**config.mk**
```make
export PLATFORM = sky130hd
export DESIGN_NAME = sm_mul_seq
export DESIGN_NICKNAME = d
export VERILOG_FILES = /design/src/rtl/sm_mul_seq.sv
export SDC_FILE = /design/constraint.sdc
export NUM_CORES = 1
export LEC_CHECK = 0
export ABC_AREA = 1
export BUFFER_PORTS_ARGS = -buffer_cell sky130_fd_sc_hd__buf_2
export CAP_MARGIN = 20
export CORE_MARGIN = 2
export CORE_UTILIZATION = 50
export CTS_BUF_LIST = sky130_fd_sc_hd__clkbuf_16
export DETAILED_ROUTE_END_ITERATION = 12
export MAX_ROUTING_LAYER = met4
export PLACE_DENSITY = 0.72
export SYNTH_ARGS = -nofsm -noshare
export SYNTH_HDL_FRONTEND = slang
export SYNTH_SLANG_ARGS = --single-unit
```
**constraint.sdc**
```tcl
create_clock -name clk -period 2.2 [get_ports clk]
set_input_delay 0.44 -clock clk [delete_from_list [all_inputs] [get_ports clk]]
set_output_delay 0.44 -clock clk [all_outputs]
set_load 0.05 [all_outputs]
```
**src/rtl/sm_mul_seq.sv**
```systemverilog
// Iterative sign-magnitude multiplier: shift-and-add, one multiplier magnitude bit per clock.
// A W-bit by W-bit operand pair gives a (2W-1)-bit sign-magnitude product after W-1 run cycles.
module sm_mul_seq #(
    parameter int W = 3
) (
    input  logic           clk,
    input  logic           rst,
    input  logic           start,
    input  logic [W-1:0]   num1,
    input  logic [W-1:0]   num2,
    output logic           busy,
    output logic           done,
    output logic [2*W-2:0] num1_num2
);

    localparam int MW = 2 * W - 2;
    localparam int CW = (W > 2) ? $clog2(W) : 1;

    typedef enum logic {
        IDLE,
        RUN
    } state_t;

    state_t          state_q;
    logic [MW-1:0]   mag_a_q;
    logic [W-2:0]    mag_b_q;
    logic [MW-1:0]   acc_q;
    logic [CW-1:0]   cnt_q;
    logic            sgn_q;
    logic            busy_q;
    logic            done_q;
    logic [2*W-2:0]  prod_q;
    logic [MW-1:0]   acc_d;

    // Accumulator value after this cycle's conditional add; also feeds the final product.
    always_comb begin
        acc_d = acc_q + (mag_b_q[0] ? mag_a_q : '0);
    end

    always_ff @(posedge clk or posedge rst) begin
        if (rst) begin
            state_q <= IDLE;
            mag_a_q <= '0;
            mag_b_q <= '0;
            acc_q   <= '0;
            cnt_q   <= '0;
            sgn_q   <= 1'b0;
            busy_q  <= 1'b0;
            done_q  <= 1'b0;
            prod_q  <= '0;
        end else begin
            // NOTE: non-blocking throughout so every register sees the previous cycle's values.
            done_q <= 1'b0;
            case (state_q)
                IDLE: begin
                    if (start) begin
                        mag_a_q <= {{(W-1){1'b0}}, num1[W-2:0]};
                        mag_b_q <= num2[W-2:0];
                        sgn_q   <= num1[W-1] ^ num2[W-1];
                        acc_q   <= '0;
                        cnt_q   <= CW'(W - 1);
                        busy_q  <= 1'b1;
                        state_q <= RUN;
                    end
                end
                RUN: begin
                    acc_q   <= acc_d;
                    mag_a_q <= mag_a_q << 1;
                    mag_b_q <= mag_b_q >> 1;
                    cnt_q   <= cnt_q - CW'(1);
                    if (cnt_q == CW'(1)) begin
                        // Zero magnitude always reports a positive sign.
                        prod_q  <= {sgn_q & (|acc_d), acc_d};
                        done_q  <= 1'b1;
                        busy_q  <= 1'b0;
                        state_q <= IDLE;
                    end
                end
                default: state_q <= IDLE;
            endcase
        end
    end

    assign busy      = busy_q;
    assign done      = done_q;
    assign num1_num2 = prod_q;

endmodule
```
Yosys cells after proc, flatten, opt, wreduce, memory -nomap -nowiden --
Index checks and enable logic that the tools add are counted.
Storage, ports and cells: register bits after elaboration 21, output and inout bits 7
Operators by class: add/sub/neg operators 2, equality and inequality tests 3, muxes and demuxes 17, bitwise operators 3, reduce and logical (&&, ||, !) cells 4
Operators by type and width (number):
- $pmux W4 S2 | 2
- $mux W4 | 3
- $pmux W2 S2 | 2
- $mux W1 | 6
- $reduce_and A2 Y1 | 3
- $add A4 B4 Y4 | 1
- $mux W2 | 2
- $pmux W1 S2 | 2
- $reduce_or A4 Y1 | 1
- $eq A2 B1 Y1 const B | 1
- $ne A2 B1 Y1 const B | 1
- $ne A2 B2 Y1 const B | 1
- $sub A2 B1 Y2 const B | 1
- $and A1 B1 Y1 | 1
- $not A1 Y1 | 1
- $xor A1 B1 Y1 | 1

Logic depth before layout (Yosys ltp) --
depth in word-level cells 4, mapped depth 11, mapped depth without buffers 11

Worst setup path before layout --
Ideal clock, no wire load.
path kind reg-to-reg, start point register mag_b_q[0], end point register prod_q[4] (netlist: num1_num2[4]), setup time 0.118 ns, arrival time 1.504 ns, data required time 2.082 ns, path slack 0.578 ns, cell stages (with the launch flop) 11, path buffers 0, period minus slack after synthesis 1.622 ns, cells stage by stage dfrtp_1 > nand2_1 > inv_1 > ha_1 > fa_1 > inv_1 > nand2_1 > nor2_1 > nand3_1 > nand2_1 > nand2_1
On the way: word-level cells in the longest chain between the ends 4
RTL lines:
- start, declared | RTL line 26 | logic [W-2:0] mag_b_q;
- start signal, assigned | RTL line 58 | mag_b_q <= num2[W-2:0];
- start signal, assigned | RTL line 69 | mag_b_q <= mag_b_q >> 1;
- $mux W4 | RTL line 37 | acc_d = acc_q + (mag_b_q[0] ? mag_a_q : '0);
- $add A4 B4 Y4 | RTL line 37
- named net acc_d[1] | RTL line 33 | logic [MW-1:0] acc_d;
- $reduce_or A4 Y1 | RTL line 73 | prod_q <= {sgn_q & (|acc_d), acc_d};
- $and A1 B1 Y1 | RTL line 73
- end signal, assigned | RTL line 73
- end, declared | RTL line 32 | logic [2*W-2:0] prod_q;
The timed path passes the listed nets, and every way through them passes these cells. A chain may end at the register's enable or synchronous reset.

Worst setup path in the final report --
Same ends and word-level chain as after synthesis.

==> results.md <==
- Status: completed
- Final wirelength: 1980 um
- # DRC: 0
- Via/cell ratio: approximately 5
- Final Total Pwr: 1.54 mW
- PortBufs: 15
- H-Tree Level Count: 1
- Starting Density: ~52%
- Antenna violations before repair: 0
- CP startpoint kind: flop
- Number of synthesized register bits: 21
- Final Hold Vio Count: 0
- Cell Area, Placed: around 1100 um2
- N_diodes: 0
- Routability congestion estimate: 0.796
- CTS Buffer Depth: 2
- Top cell type's share of synthesized area: between 50 and 60%
- Critical setup path kind: flop to flop
- Wire per inst: approximately 12 um
- Vias in the first global route: 821
- Lkg Pwr: approximately 0.66 nW
- Register area share after synthesis: 52.1%
- Slew margin rel.: approximately half
- Min cycle time layout: 1.76 ns
- Die ar.: 2390 um2
- Fin Hold WS: 0.327 ns
- Ports: 16
- Maximum fanout along the worst path: 7
- FP Rows: 16
- Worst Hold Class: primary input to async pin
- Post-CTS resize count: 0
- GRT overflow: 0
- Crit. End Element: flop
- Clock sinks: 21
- Final setup TNS: 0 ns
- Crit share post-route: about four fifths
- CTS tree: built
- Avg Inst Size Synth: 8.40 um2
- Core ar.: around 1900 um2
- Clock Skew: 0.00278 ns
- Post-DP HPWL: about 1400 um
- DR iter-0 viols: 23
- Final layout net count: roughly 150
- All-layer global routing usage: 19.7%
- Syn Std Cell Area: 1010 um2
- CP Data Required Time: 2.34 ns
- Unique masters post-synth: 17
- Finished Core Util: roughly three fifths
- Worst path arrival time: 1.90 ns
- Synth area leader: dfrtp_1
- Cells after Synth: 120
- P&R area growth vs syn: 17.5%
- Layout fillers: 179
- Die Ht: between 40 and 50 um
- Final setup fails: 0
- Max cap viols: 0
- Top cells by area, synth: dfrtp_1, nand2_1, inv_1
- Layout cells sized above 1: around 17%
- CTS Root Cell: clkbuf_16
- Setup Buffers After CTS: 0
- Synthesized Nets: around 130
- Final Cell Area: 1180 um2
- Vias: 825
- Peak supply drop: 0.000737 V
- Worst-skew pair later-pin latency: 0.25 ns
- First-pass GRT wire length: 3520 um
- Unrepaired setup endpoints after global routing: no
- Clk pin slew, worst setup/hold paths: 0.06 ns
- Worst-Margin Slew: ~0.77 ns
- Pwr dens: 1300 nW/um2
- Antenna-violating nets left: 0
- Pin count of the biggest net entering global routing: 22
- Max-slew violations: 0
- Yosys warns: 0
- CTS buffer count: 3
- TritonRoute pass-1 iters: 4
- FMAX: 567 MHz
- Die W: 48.9 um
- Hold Buf Count CTS: 0
[report_power, final]
part / switching [mW] / internal, mW
Combinational: 0.398 / 0.161
Sequential: 0.0967 / 0.517
Clock: 0.129 / 0.242
Total: 0.624 / 0.920
[critical path, stage by stage, from the launching register on]
cell     delay [ns]
dfrtp_1        0.44
nand2_1        0.09
inv_1          0.04
ha_1           0.22
fa_1           0.43
inv_1          0.09
nand2_1        0.05
nor2_1         0.10
nand3_1        0.08
nand2_1        0.06
nand2_1        0.04
[synth_stat cells]
cell,count
a21oi_1,1
a22o_1,2
buf_6,1
dfrtp_1,21
fa_1,1
ha_1,4
inv_1,16
inv_2,3
nand2_1,40
nand2_2,2
nand3_1,8
nor2_1,7
nor2_2,1
o211ai_1,1
o21ai_0,10
o22ai_1,1
xnor2_1,1
[registers in the layout, summed over array words and instances (netlist names)]
signal and flops:
busy 1, cnt_q 2, acc_q 4, mag_a_q 4, mag_b_q 2, sgn_q 1
done 1, state_q 1, num1_num2 5
[final timing paths]
| path | end | cells past startpoint | slack [ns] | from |
|---|---|---|---|---|
| worst max-delay path | num1_num2[4] | 10 | 0.44 | mag_b_q[0] |
| worst min register to register | num1_num2[0] | 2 | 0.48 | num1_num2[0] |
| worst max register to register | num1_num2[4] | 10 | 0.44 | mag_b_q[0] |
| worst min-delay path | cnt_q[1] | 2 | 0.33 | rst |
| max in group asynchronous | acc_q[2] | 2 | 1.39 | rst |
| min in group clk | mag_b_q[0] | 3 | 0.40 | num2[0] |
[cells in the final DEF, fill, tap and decap left out, drive strengths merged]
master | netlist | final
a21oi | 1 | 1
a22o | 2 | 2
buf | 1 | 15
clkbuf | 0 | 3
dfrtp | 21 | 21
fa | 1 | 1
ha | 4 | 4
inv | 19 | 20
nand2 | 42 | 42
nand3 | 8 | 8
nor2 | 8 | 8
o211ai | 1 | 1
o21ai | 10 | 10
o22ai | 1 | 1
xnor2 | 1 | 1
[layer usage]
| layer | track usage, % | vias up | part of all wire [%] |
|---|---|---|---|
| li1 | - | 416 | - |
| met1 | 24.0 | 388 | 45 |
| met2 | 34.2 | 17 | 51 |
| met3 | 2.76 | 4 | 3.0 |
| met4 | 5.71 | 0 | 1.2 |
| met5 | - | - | 0 |
[cells by family (layout without fill, tap and decap cells)]
| logic type | Yosys count | after routing | synth area share (%) |
|---|---|---|---|
| XOR/XNOR | 1 | 1 | 0.869 |
| AND/OR/NAND/NOR | 58 | 58 | 23.3 |
| buffers and inverters | 20 | 38 | 8.19 |
| AO/OA/AOI/OAI | 15 | 15 | 8.56 |
| adder cells (fa/ha/maj) | 5 | 5 | 6.95 |
| flip-flops | 21 | 21 | 52.1 |
[layout make-up]
class,instances,area (um2),share of cell area [%]
repair buffers,15,75.1,6.34
flip-flops and latches,21,526,44.4
multi-input cells,79,400,33.8
inverters,19,71.3,6.02
clock buffers,3,75.1,6.34
clock inverters,1,3.75,0.317
well taps,27,33.8,2.85
[stage by stage]
step,worst slack (ns),instances
after floorplan,0.578,120
after global placement,0.514,161
after detailed placement,0.488,161
after CTS,0.439,165
after global routing,0.291,165
final,0.436,165
(Power assumes the default switching activity.)
